<file path="src/rtl/uart_rx_ram_loader.sv">
// 8N1 UART receiver feeding a RAM loader: byte pairs are packed high-byte-first
// into 16-bit words and written to consecutive addresses starting at 0.
module uart_rx_ram_loader #(
  parameter int CLKS_PER_BIT = 868,
  parameter int ADDR_W       = 6,
  parameter int NUM_WORDS    = 64
) (
  input  logic              clk,
  input  logic              reset,
  input  logic              uart_rx,
  input  logic              load_start,
  output logic              write_enable_to_ram,
  output logic [ADDR_W-1:0] address_to_ram,
  output logic [15:0]       data_to_ram,
  output logic              load_busy,
  output logic              load_done,
  output logic              frame_error
);

  localparam int CNT_W = $clog2(CLKS_PER_BIT + 1);
  localparam logic [CNT_W-1:0] BIT_LAST  = CNT_W'(CLKS_PER_BIT - 1);
  localparam logic [CNT_W-1:0] HALF_LAST =
    CNT_W'((CLKS_PER_BIT / 2 > 0) ? (CLKS_PER_BIT / 2 - 1) : 0);
  localparam logic [ADDR_W-1:0] LAST_ADDR = ADDR_W'(NUM_WORDS - 1);

  typedef enum logic [1:0] {RX_IDLE, RX_START, RX_DATA, RX_STOP} rx_state_t;
  typedef enum logic [1:0] {LD_IDLE, LD_ARMED, LD_DONE} ld_state_t;

  logic             rx_sync_p0, rx_sync_p1;
  rx_state_t        rx_state;
  logic [CNT_W-1:0] baud_cnt;
  logic [2:0]       bit_cnt;
  logic [7:0]       shift_reg;
  logic             err_wait;
  logic             byte_vld_p0;
  logic             frame_err_p0;

  ld_state_t        ld_state;
  logic             phase_high;
  logic [7:0]       held_byte;

  // Stage p0/p1: two-flop synchronizer; idles high so reset cannot fake a start bit
  always_ff @(posedge clk) begin
    if (reset) begin
      rx_sync_p0 <= 1'b1;
      rx_sync_p1 <= 1'b1;
    end else begin
      rx_sync_p0 <= uart_rx;
      rx_sync_p1 <= rx_sync_p0;
    end
  end

  // Receiver: byte_vld_p0 / frame_err_p0 are single-cycle results of the stop-bit sample
  always_ff @(posedge clk) begin
    if (reset) begin
      rx_state     <= RX_IDLE;
      baud_cnt     <= '0;
      bit_cnt      <= '0;
      err_wait     <= 1'b0;
      byte_vld_p0  <= 1'b0;
      frame_err_p0 <= 1'b0;
    end else begin
      byte_vld_p0  <= 1'b0;
      frame_err_p0 <= 1'b0;
      case (rx_state)
        RX_IDLE: begin
          baud_cnt <= '0;
          bit_cnt  <= '0;
          if (err_wait) begin
            if (rx_sync_p1) err_wait <= 1'b0;
          end else if (!rx_sync_p1) begin
            rx_state <= RX_START;
          end
        end
        RX_START: begin
          if (baud_cnt == HALF_LAST) begin
            baud_cnt <= '0;
            rx_state <= rx_sync_p1 ? RX_IDLE : RX_DATA;
          end else begin
            baud_cnt <= baud_cnt + 1'b1;
          end
        end
        RX_DATA: begin
          if (baud_cnt == BIT_LAST) begin
            baud_cnt  <= '0;
            shift_reg <= {rx_sync_p1, shift_reg[7:1]};
            bit_cnt   <= bit_cnt + 1'b1;
            if (bit_cnt == 3'd7) rx_state <= RX_STOP;
          end else begin
            baud_cnt <= baud_cnt + 1'b1;
          end
        end
        RX_STOP: begin
          if (baud_cnt == BIT_LAST) begin
            baud_cnt <= '0;
            rx_state <= RX_IDLE;
            if (rx_sync_p1) begin
              byte_vld_p0 <= 1'b1;
            end else begin
              frame_err_p0 <= 1'b1;
              err_wait     <= 1'b1;
            end
          end else begin
            baud_cnt <= baud_cnt + 1'b1;
          end
        end
        default: rx_state <= RX_IDLE;
      endcase
    end
  end

  // Loader: address advances on the edge that ends the write strobe
  always_ff @(posedge clk) begin
    if (reset) begin
      ld_state            <= LD_IDLE;
      phase_high          <= 1'b1;
      write_enable_to_ram <= 1'b0;
      address_to_ram      <= '0;
      data_to_ram         <= '0;
      load_busy           <= 1'b0;
      load_done           <= 1'b0;
      frame_error         <= 1'b0;
    end else begin
      write_enable_to_ram <= 1'b0;
      if (frame_err_p0) frame_error <= 1'b1;
      case (ld_state)
        LD_IDLE, LD_DONE: begin
          if (load_start) begin
            ld_state       <= LD_ARMED;
            address_to_ram <= '0;
            load_done      <= 1'b0;
            load_busy      <= 1'b1;
            frame_error    <= 1'b0;
            phase_high     <= 1'b1;
          end
        end
        LD_ARMED: begin
          if (write_enable_to_ram) begin
            if (address_to_ram == LAST_ADDR) begin
              ld_state  <= LD_DONE;
              load_busy <= 1'b0;
              load_done <= 1'b1;
            end else begin
              address_to_ram <= address_to_ram + 1'b1;
            end
          end
          if (frame_err_p0) begin
            phase_high <= 1'b1;
          end else if (byte_vld_p0) begin
            if (phase_high) begin
              held_byte  <= shift_reg;
              phase_high <= 1'b0;
            end else begin
              data_to_ram         <= {held_byte, shift_reg};
              write_enable_to_ram <= 1'b1;
              phase_high          <= 1'b1;
            end
          end
        end
        default: ld_state <= LD_IDLE;
      endcase
    end
  end

endmodule
</file>
<file path="config.mk">
export PLATFORM = sky130hd
export DESIGN_NAME = uart_rx_ram_loader
export DESIGN_NICKNAME = d
export VERILOG_FILES = /design/src/rtl/uart_rx_ram_loader.sv
export SDC_FILE = /design/constraint.sdc
export NUM_CORES = 1
export LEC_CHECK = 0
export BUFFER_PORTS_ARGS = -buffer_cell sky130_fd_sc_hd__buf_4
export CORE_MARGIN = 4
export CORE_UTILIZATION = 50
export CTS_CLUSTER_SIZE = 25
export DETAILED_ROUTE_END_ITERATION = 10
export PLACE_DENSITY = 0.71
export SYNTH_ARGS = -nofsm -noshare
export SYNTH_HDL_FRONTEND = slang
export SYNTH_SLANG_ARGS = --single-unit
</file>
<file path="constraint.sdc">
create_clock -name clk -period 4.4 [get_ports clk]
set_input_delay 0.22 -clock clk [delete_from_list [all_inputs] [get_ports clk]]
set_output_delay 0.22 -clock clk [all_outputs]
set_load 0.01 [all_outputs]
</file>
; Word-level counts from Yosys, hierarchy flattened
; Index checks and enable logic that the tools add are counted.
[classes]
n_addsub = 3
n_eq_ne = 21
muxes = 42
bitwise = 7
reduce_logical = 19
[op_table]
columns = cell, count
row1 = case mux 10 bit (3 select lines), 1
row2 = inequality test 2 bit (second input constant), 11
row3 = 2-to-1 mux 10 bit, 2
row4 = 2-to-1 mux 2 bit, 10
row5 = 2-to-1 mux 6 bit, 3
row6 = 2-to-1 mux 1 bit, 17
row7 = case mux 6 bit (2 select lines), 1
row8 = AND reduction 3 bit, 4
row9 = AND reduction 4 bit, 3
row10 = adder 10 x 1 -> 10 bit (second input constant), 1
row11 = equality test 10 bit (second input constant), 1
row12 = equality test 10 x 9 -> 1 bit (second input constant), 1
row13 = case mux 1 bit (2 select lines), 4
row14 = case mux 2 bit (4 select lines), 1
row15 = inverter 1 bit, 7
row16 = adder 6 x 1 -> 6 bit (second input constant), 1
row17 = equality test 2 bit (second input constant), 3
row18 = equality test 6 bit (second input constant), 1
row19 = case mux 3 bit (2 select lines), 1
row20 = AND reduction 6 bit, 1
row21 = nonzero test 2 bit, 3
row22 = AND reduction 5 bit, 1
row23 = equality test 2 x 1 -> 1 bit (second input constant), 2
row24 = zero test 2 bit, 2
row25 = 9 further kinds, 10
[totals]
register_bits = 65
inputBits = 4
output_inout_bits = 26
wordCells = 110

; Logic depth before layout (Yosys ltp)
; Gate-level depths: netlist of run 1.
[depth]
word_depth = 4
mapped_depth = 7
depth_no_buf = 6

; Least setup slack after synthesis of run 1
; No wires, ideal clock.
[synth_timing]
kind = in2reg
start = in reset
end = reg held_byte[0] (enable)
setup_time_ns = 0.398
arrival_ns = 1.546
setup_slack_ns = 2.456
cell_stages = 3
path_cell_list = clkbuf_2 -> clkbuf_1 -> nor4b_1
[synth_between]
elab_chain_len = 2
[synth_lines]
columns = element, line_no
row1 = start: declaration, 9  ; input logic reset,
row2 = inverter 1 bit (no source line), n/a
row3 = AND reduction 5 bit (no source line), n/a
row4 = end signal: assignment, 151  ; held_byte <= shift_reg;
row5 = end: declaration, 40  ; logic [7:0] held_byte;
; Every way passes these cells.
; A chain may end at the register's enable or synchronous reset.

; Worst setup path after layout of run 1
[layout_timing]
start = reg baud_cnt[0]
end = reg shift_reg[6] (enable)
[layout_between]
elab_chain_len = 2
[layout_lines]
columns = element, line_no
row1 = start: declaration, 31  ; logic [CNT_W-1:0] baud_cnt;
row2 = start signal: assignment, 80  ; baud_cnt <= baud_cnt + 1'b1;
row3 = start signal: assignment, 90  ; baud_cnt <= baud_cnt + 1'b1;
row4 = start signal: assignment, 104  ; baud_cnt <= baud_cnt + 1'b1;
row5 = equality test 10 bit, 84  ; if (baud_cnt == BIT_LAST) begin
row6 = AND reduction 3 bit (no source line), n/a
row7 = end signal: assignment, 86  ; shift_reg <= {rx_sync_p1, shift_reg[7:1]};
row8 = end: declaration, 33  ; logic [7:0] shift_reg;
; Every way passes these cells.

==> reports/metrics.yaml, run 1 <==
outcome: "finished clean"
rows: 25
vias_per_cell: 5.16
synth_seq_area_share_pct: 57.1
synth_top_cell_by_area: "dfxtp_1"
synthDistinctLibCells: 49
pwr-share-seq_pct: 55.2
cts_tree: "yes"
nets: 290
crit_arrival_ns: 1.81
overflow: 0
first_iter_violations: 85
area_delta_synth_final_pct: 16.2
clock_skew_ns: 0.00966
cts_buffer_depth: 2
reg_top3: "data_to_ram (16), baud_cnt (10)"
p_leak_nw: 1.11
num-fill-cells: 421
drv_slew: 0
relSlewSlack_pct: 38.0
syn_nets: 261
synth-seq-cells: 65
cp-start-kind: "flop"
rrSetupSlack_ns: 2.62
worstSetupPathType: "reg2reg"
internal_power_mw: 0.883
gp_congestion: 0.819
portBuffers: 29
ir_drop_mv: 0.462
critPathRequiredTime_ns: 4.43
clkTransAtPathRegs_ns: 0.07
cp_max_fo: 8
track_usage_pct: 15.9
postCtsHoldBufs: 0
wl_um: 4580
synth_top_area_share_pct: 38.3
syn-instance-count: 252
dpl.hpwl_um: 3170
n_antenna_cell: 0
p_sw_mw: 0.242
tightestPinTransition_ns: 0.924
fmax_mhz: 562
largest_register: "data_to_ram"
drc: 0
seq_area_um2: 1460
cts.htree.levels: 3
synth.cell_area_um2: 2560
rsz0062_at_grt: "false"
firstDrtPassIters: 4
yosys-top-cells-area: "dfxtp_1, edfxtp_1, nand2_1, a21oi_1, nor2_1"
power_frac_clock_pct: 42.2
core_area_um2: 4850
num_vias: 1823
postSynthAreaPerCell_um2: 10.2
chipHeight_um: 79.6
powerDensity_nw_per_um2: 378
setup_viol: 0
report.final.hold_viol_count: 0
fp.dieW_um: 79.6
swShare_pct: 21.5
maxCapViolations: 0
drive_gt1_share_pct: 18.9
postCtsResizedCells: 0
wl_per_cell_um: 13.0
root_buffer: "clkbuf_8"
combPwrFrac_pct: 2.6
grt_max_degree: 36
grt_pass1_wl_um: 7760
holdCritPathClass: "in2reg"
final_util_pct: 61.3
tns_ns: 0
dieArea_um2: 6330
end_kind: "flop"
synth.yosys.warnings: 0
grt_pass1_vias: 1742
postCtsSetupRepairBufs: 0
postRouteAntennaNets: 0
clock-sinks: 65
largest_reg_flops: 16
multiInputGateArea_um2: 998
cts_made_buffers: 9
fin_crit_sh_pct: 40.5
period_needed_ns: 1.78
antenna_found_initial: 0
start_util_pct: 52.8
clock_latency_ns: 0.34
io_pins: 30
-- layer usage --
layer / vias to the layer above / share of wire [%] / routed length [um] / GRT usage (%)
met2: 29 / 49 / 2250 / 26.0
met5: - / 0 / 0 / 0
met1: 843 / 45 / 2050 / 18.5
li1: 943 / - / - / -
met3: 8 / 4.5 / 205 / 5.76
met4: 0 / 1.6 / 72 / 7.22
-- cell usage in the layout (no fill, tap or decap), types with 2 or more instances in the layout --
| cell | instances |
|---|---|
| or2_2 | 3 |
| nand2b_1 | 5 |
| o2111ai_1 | 2 |
| or3_1 | 4 |
| buf_4 | 30 |
| o21ai_0 | 9 |
| clkinv_2 | 2 |
| a21oi_1 | 20 |
| mux2i_1 | 3 |
| xnor2_1 | 3 |
| xor2_1 | 5 |
| nor2_1 | 22 |
| nand2_1 | 40 |
| and3_1 | 3 |
| clkbuf_8 | 9 |
| o21a_1 | 2 |
| nand4_1 | 4 |
| ha_1 | 5 |
| nor3_1 | 3 |
| inv_1 | 5 |
| o211ai_1 | 2 |
| dfxtp_1 | 49 |
| a31oi_1 | 3 |
| a211oi_1 | 2 |
| edfxtp_1 | 16 |
| nand3_1 | 8 |
| nand3b_1 | 2 |
| and4bb_1 | 2 |
| clkinvlp_4 | 2 |
-- cell families (layout without fill, tap and decap cells) --
| logic type | Yosys count | count (layout) | share of synthesized area [%] |
|---|---|---|---|
| adders and majority gates | 5 | 5 | 2.44 |
| AOI/OAI and AO/OA | 47 | 47 | 11.4 |
| and+or+nand+nor | 107 | 107 | 21.2 |
| muxes | 3 | 3 | 1.17 |
| DFF | 65 | 65 | 57.1 |
| buffers and inverters | 17 | 51 | 3.91 |
| xor gates and xnor gates | 8 | 8 | 2.74 |
-- final timing paths --
path	from	endpoint	cells after the start
setup / recovery	baud_cnt[0]	shift_reg[6]	4
hold / removal	uart_rx	rx_sync_p0	2
hold reg to reg	rx_sync_p0	rx_sync_p1	1
setup reg to reg	baud_cnt[0]	shift_reg[6]	4
-- power groups by stage --
stage | Combinational [mW] | Sequential [mW] | Clock (mW)
global route | 0.0336 | 0.621 | 0.515
floorplan | 0.0240 | 0.631 | 0
global placement | 0.0300 | 0.633 | 0
detailed placement | 0.0300 | 0.634 | 0
CTS | 0.0300 | 0.620 | 0.488
finish | 0.0296 | 0.620 | 0.475
-- critical path, stage by stage, from the launching register on --
cell,delay [ns]
dfxtp_1,0.38
ha_1,0.21
and4bb_1,0.25
and3_1,0.30
and3_2,0.35
-- per-stage QoR --
stage | area (um2) | setup WS [ns] | hold WS, ns | power [mW] | instances
final | 2970 | 2.62 | 0.0718 | 1.12 | 353
after global routing | 2970 | 2.50 | 0.0603 | 1.17 | 353
after CTS | 2970 | 2.61 | 0.0536 | 1.14 | 353
after detailed placement | 2790 | 2.63 | 0.400 | 0.664 | 337
after global placement | 2790 | 2.69 | 0.396 | 0.663 | 337
after floorplan | 2560 | 2.46 | 0.324 | 0.655 | 252
-- area by class of cell --
cell class                 instances  share of cell area, %
clock buffer                      10                   4.29
inverter                           5                  0.631
timing repair buffer              30                   7.57
clock inverter                     6                   1.98
multi-input combinational        170                   33.6
tap                               67                   2.82
sequential                        65                   49.1
-- synthesized netlist by cell type, drive strengths merged --
| library cell | instances |
|---|---|
| a2111oi | 1 |
| a211oi | 2 |
| a21oi | 20 |
| a31o | 1 |
| a31oi | 3 |
| a32oi | 1 |
| and2 | 1 |
| and2b | 1 |
| and3 | 4 |
| and3b | 1 |
| and4 | 2 |
| and4bb | 2 |
| buf | 7 |
| clkbuf | 5 |
| dfxtp | 49 |
| edfxtp | 16 |
| ha | 5 |
| inv | 5 |
| mux2i | 3 |
| nand2 | 40 |
| nand2b | 5 |
| nand3 | 8 |
| nand3b | 2 |
| nand4 | 4 |
| nor2 | 22 |
| nor2b | 1 |
| nor3 | 4 |
| nor3b | 2 |
| nor4b | 1 |
| o2111ai | 2 |
| o211a | 1 |
| o211ai | 2 |
| o21a | 2 |
| o21ai | 9 |
| o311a | 1 |
| o311ai | 1 |
| o32a | 1 |
| or2 | 3 |
| or3 | 4 |
| xnor2 | 3 |
| xor2 | 5 |
(Power assumes the default switching activity.)
==> run 2: changes to the inputs <==
- PLACE_DENSITY: 0.71 -> 0.74
- clock period: 4.4 -> 1.5 ns (I/O delays scaled with it)
==> run 2 against run 1 <==
Against the previous run:
- flip-flop and latch count unchanged
- sequential share of layout area decreased by 5.0 points
- clock-buffer cell count did not move
- via count increased by 7.6%
- routed wire length is 12% higher
- critical path depth increased by 2
- combinational power grew to 4.2 times the previous value
==> reports/metrics.yaml, run 2 (synthesis gave the netlist of run 1 again) <==
outcome: "finished clean"
core_area_um2: 4850  # unchanged
report.final.hold_viol_count: 0  # unchanged
layout_commonest_cell: "buf_4"
combPwrFrac_pct: 3.5  # +0.9 points
root_buffer: "clkbuf_8"
portBuffers: 29  # unchanged
period_needed_ns: 1.49  # -0.293 ns
p_sw_mw: 0.785  # +220%
layout_common_cells: "buf_4, dfxtp_1, nand2_1, a21oi_1, nor2_1"
maxCapViolations: 0  # unchanged
relSlewSlack_pct: 73.1  # +35 points
drive_gt1_share_pct: 31.6  # +13 points
crit_start: "baud_cnt[1]"
pwr-share-seq_pct: 50.8  # -4.4 points
grt_pass1_vias: 1846  # +6.0%
rows: 25  # unchanged
hold_ws_ns: 0.0297  # -0.0421 ns
firstDrtPassIters: 4  # unchanged
grt_pass1_wl_um: 8380  # +8.0%
tightestPinTransition_ns: 0.402  # -0.522 ns
cp_cell_sequence: "inv_2 -> ha_2 -> and4bb_1 -> and4_4 -> o32a_4 -> nor2_2"
internal_power_mw: 2.79  # +220%
cts.htree.levels: 3  # unchanged
chipHeight_um: 79.6  # unchanged
powerDensity_nw_per_um2: 1070  # +180%
swShare_pct: 21.9  # +0.44 points
overflow: 0  # unchanged
power_frac_clock_pct: 45.7  # +3.5 points
end_kind: "flop"
wl_um: 5130  # +12%
antenna_found_initial: 0  # unchanged
track_usage_pct: 17.4  # +1.5 points
cts_buffer_depth: 2  # unchanged
fin_crit_sh_pct: 99.1  # +59 points
grt_max_degree: 25  # -31%
crit_arrival_ns: 1.77  # -0.04 ns
rrSetupSlack_ns: 0.01  # -2.61 ns
dieArea_um2: 6330  # unchanged
p_leak_nw: 1.26  # +14%
instances_no_fill: 377  # +6.8%
clock-sinks: 65  # unchanged
holdCritPathClass: "in2reg"
num_vias: 1961  # +7.6%
area_delta_synth_final_pct: 30.3
slowest_stage: "o32a_4"
postRouteAntennaNets: 0  # unchanged
gp_congestion: 0.762  # -7.0%
clkTransAtPathRegs_ns: 0.07  # about the same
vias_per_cell: 5.20  # +0.72%
cts_tree: "yes"
cts_made_buffers: 9  # unchanged
nets: 314  # +8.3%
critPathRequiredTime_ns: 1.79  # -2.64 ns
endpoint: "baud_cnt[5]"
largest_register: "data_to_ram"
cp_max_fo: 5  # -3
n_antenna_cell: 0  # unchanged
drc: 0  # unchanged
start_util_pct: 52.8  # unchanged
worstSetupPathType: "reg2reg"
rsz0062_at_grt: "true"
wl_per_cell_um: 13.6  # +5.0%
fp.dieW_um: 79.6  # unchanged
io_pins: 30  # unchanged
critPathMaxStageDelay_ns: 0.43  # +0.05 ns
ir_drop_mv: 0.614  # +33%
dpl.hpwl_um: 3500  # +11%
dp_cells: 356  # +5.6%
drv_slew: 0  # unchanged
clock_skew_ns: 0.00896  # -0.000697 ns
largest_reg_flops: 16  # unchanged
first_iter_violations: 74  # -13%
clock_latency_ns: 0.35  # about the same
r2r_start: "baud_cnt[1]"
fmax_mhz: 672  # +20%
cp-start-kind: "flop"
r2r.worst_path.cells: 6  # +2
rr_endpoint: "baud_cnt[5]"
setup_viol: 0  # unchanged
reg_top3: "data_to_ram (16), baud_cnt (10)"
==> run 2: cell type report <==
type / count / area [um2]
Fill cell: 377 / 1510
Sequential cell: 65 / 1470
Multi-Input combinational cell: 171 / 1140
Timing Repair Buffer: 53 / 404
Clock buffer: 10 / 128
Clock inverter: 6 / 92.6
Tap cell: 67 / 83.8
Inverter: 5 / 18.8
==> run 2: metrics by stage <==
| step | setup WS [ns] | area (um2) | total power, mW | utilization, % | setup TNS (ns) |
|---|---|---|---|---|---|
| floorplan | -0.0209 | 2580 | 1.92 | - | -0.167 |
| global placement | -0.00573 | 2950 | 1.96 | 60.9 | -0.0413 |
| detailed placement | -0.0607 | 2950 | 1.96 | 60.9 | -0.548 |
| CTS | -0.0139 | 3220 | 3.59 | 66.5 | -0.0873 |
| global route | -0.0500 | 3330 | 3.70 | 68.8 | -0.348 |
| finish | 0.0128 | 3330 | 3.58 | 68.8 | 0 |
==> run 2: power by group through the flow <==
stage          Sequential [mW]  Combinational (mW)  Clock (mW)
6_report                  1.82               0.125        1.63
5_1_grt                   1.82               0.137        1.74
4_1_cts                   1.82               0.112        1.66
3_5_place_dp              1.86               0.102           0
3_3_place_gp              1.86               0.100           0
2_1_floorplan             1.85              0.0728           0
==> run 2: how the worst min path moves through the flow <==
stage / start / endpoint / slack, ns / cells after the start
3_5_place_dp: uart_rx / rx_sync_p0 / 0.27 / 2
5_1_grt: load_start / phase_high / 0.05 / 3
3_3_place_gp: uart_rx / rx_sync_p0 / 0.27 / 2
2_1_floorplan: uart_rx / rx_sync_p0 / 0.18 / 1
4_1_cts: load_start / phase_high / 0.02 / 3
6_report: load_start / phase_high / 0.03 / 3
==> run 2: repair_timing <==
item                                    CTS  global route
resized for setup                         3            23
pin swaps                                 2            14
cloned                                    0             1
hold buffers                              1             0
endpoints found under the setup margin   19            30
setup buffers                             2             1
endpoints found under the hold margin     1             0
==> run 2: critical path: cells and delay by family, from the launching register on <==
kind	cells	cell delay, ns
AOI/OAI and AO/OA	1	0.43
adders and majority gates	1	0.14
buffers and inverters	1	0.03
DFF	1	0.37
and+or+nand+nor	3	0.46
==> run 2: metal layers <==
| layer | vias up | track usage, % | routed length (um) |
|---|---|---|---|
| met5 | - | 0 | 0 |
| met4 | 0 | 8.76 | 87 |
| met3 | 9 | 4.74 | 191 |
| met2 | 30 | 29.5 | 2700 |
| met1 | 927 | 20.1 | 2150 |
| li1 | 995 | - | - |
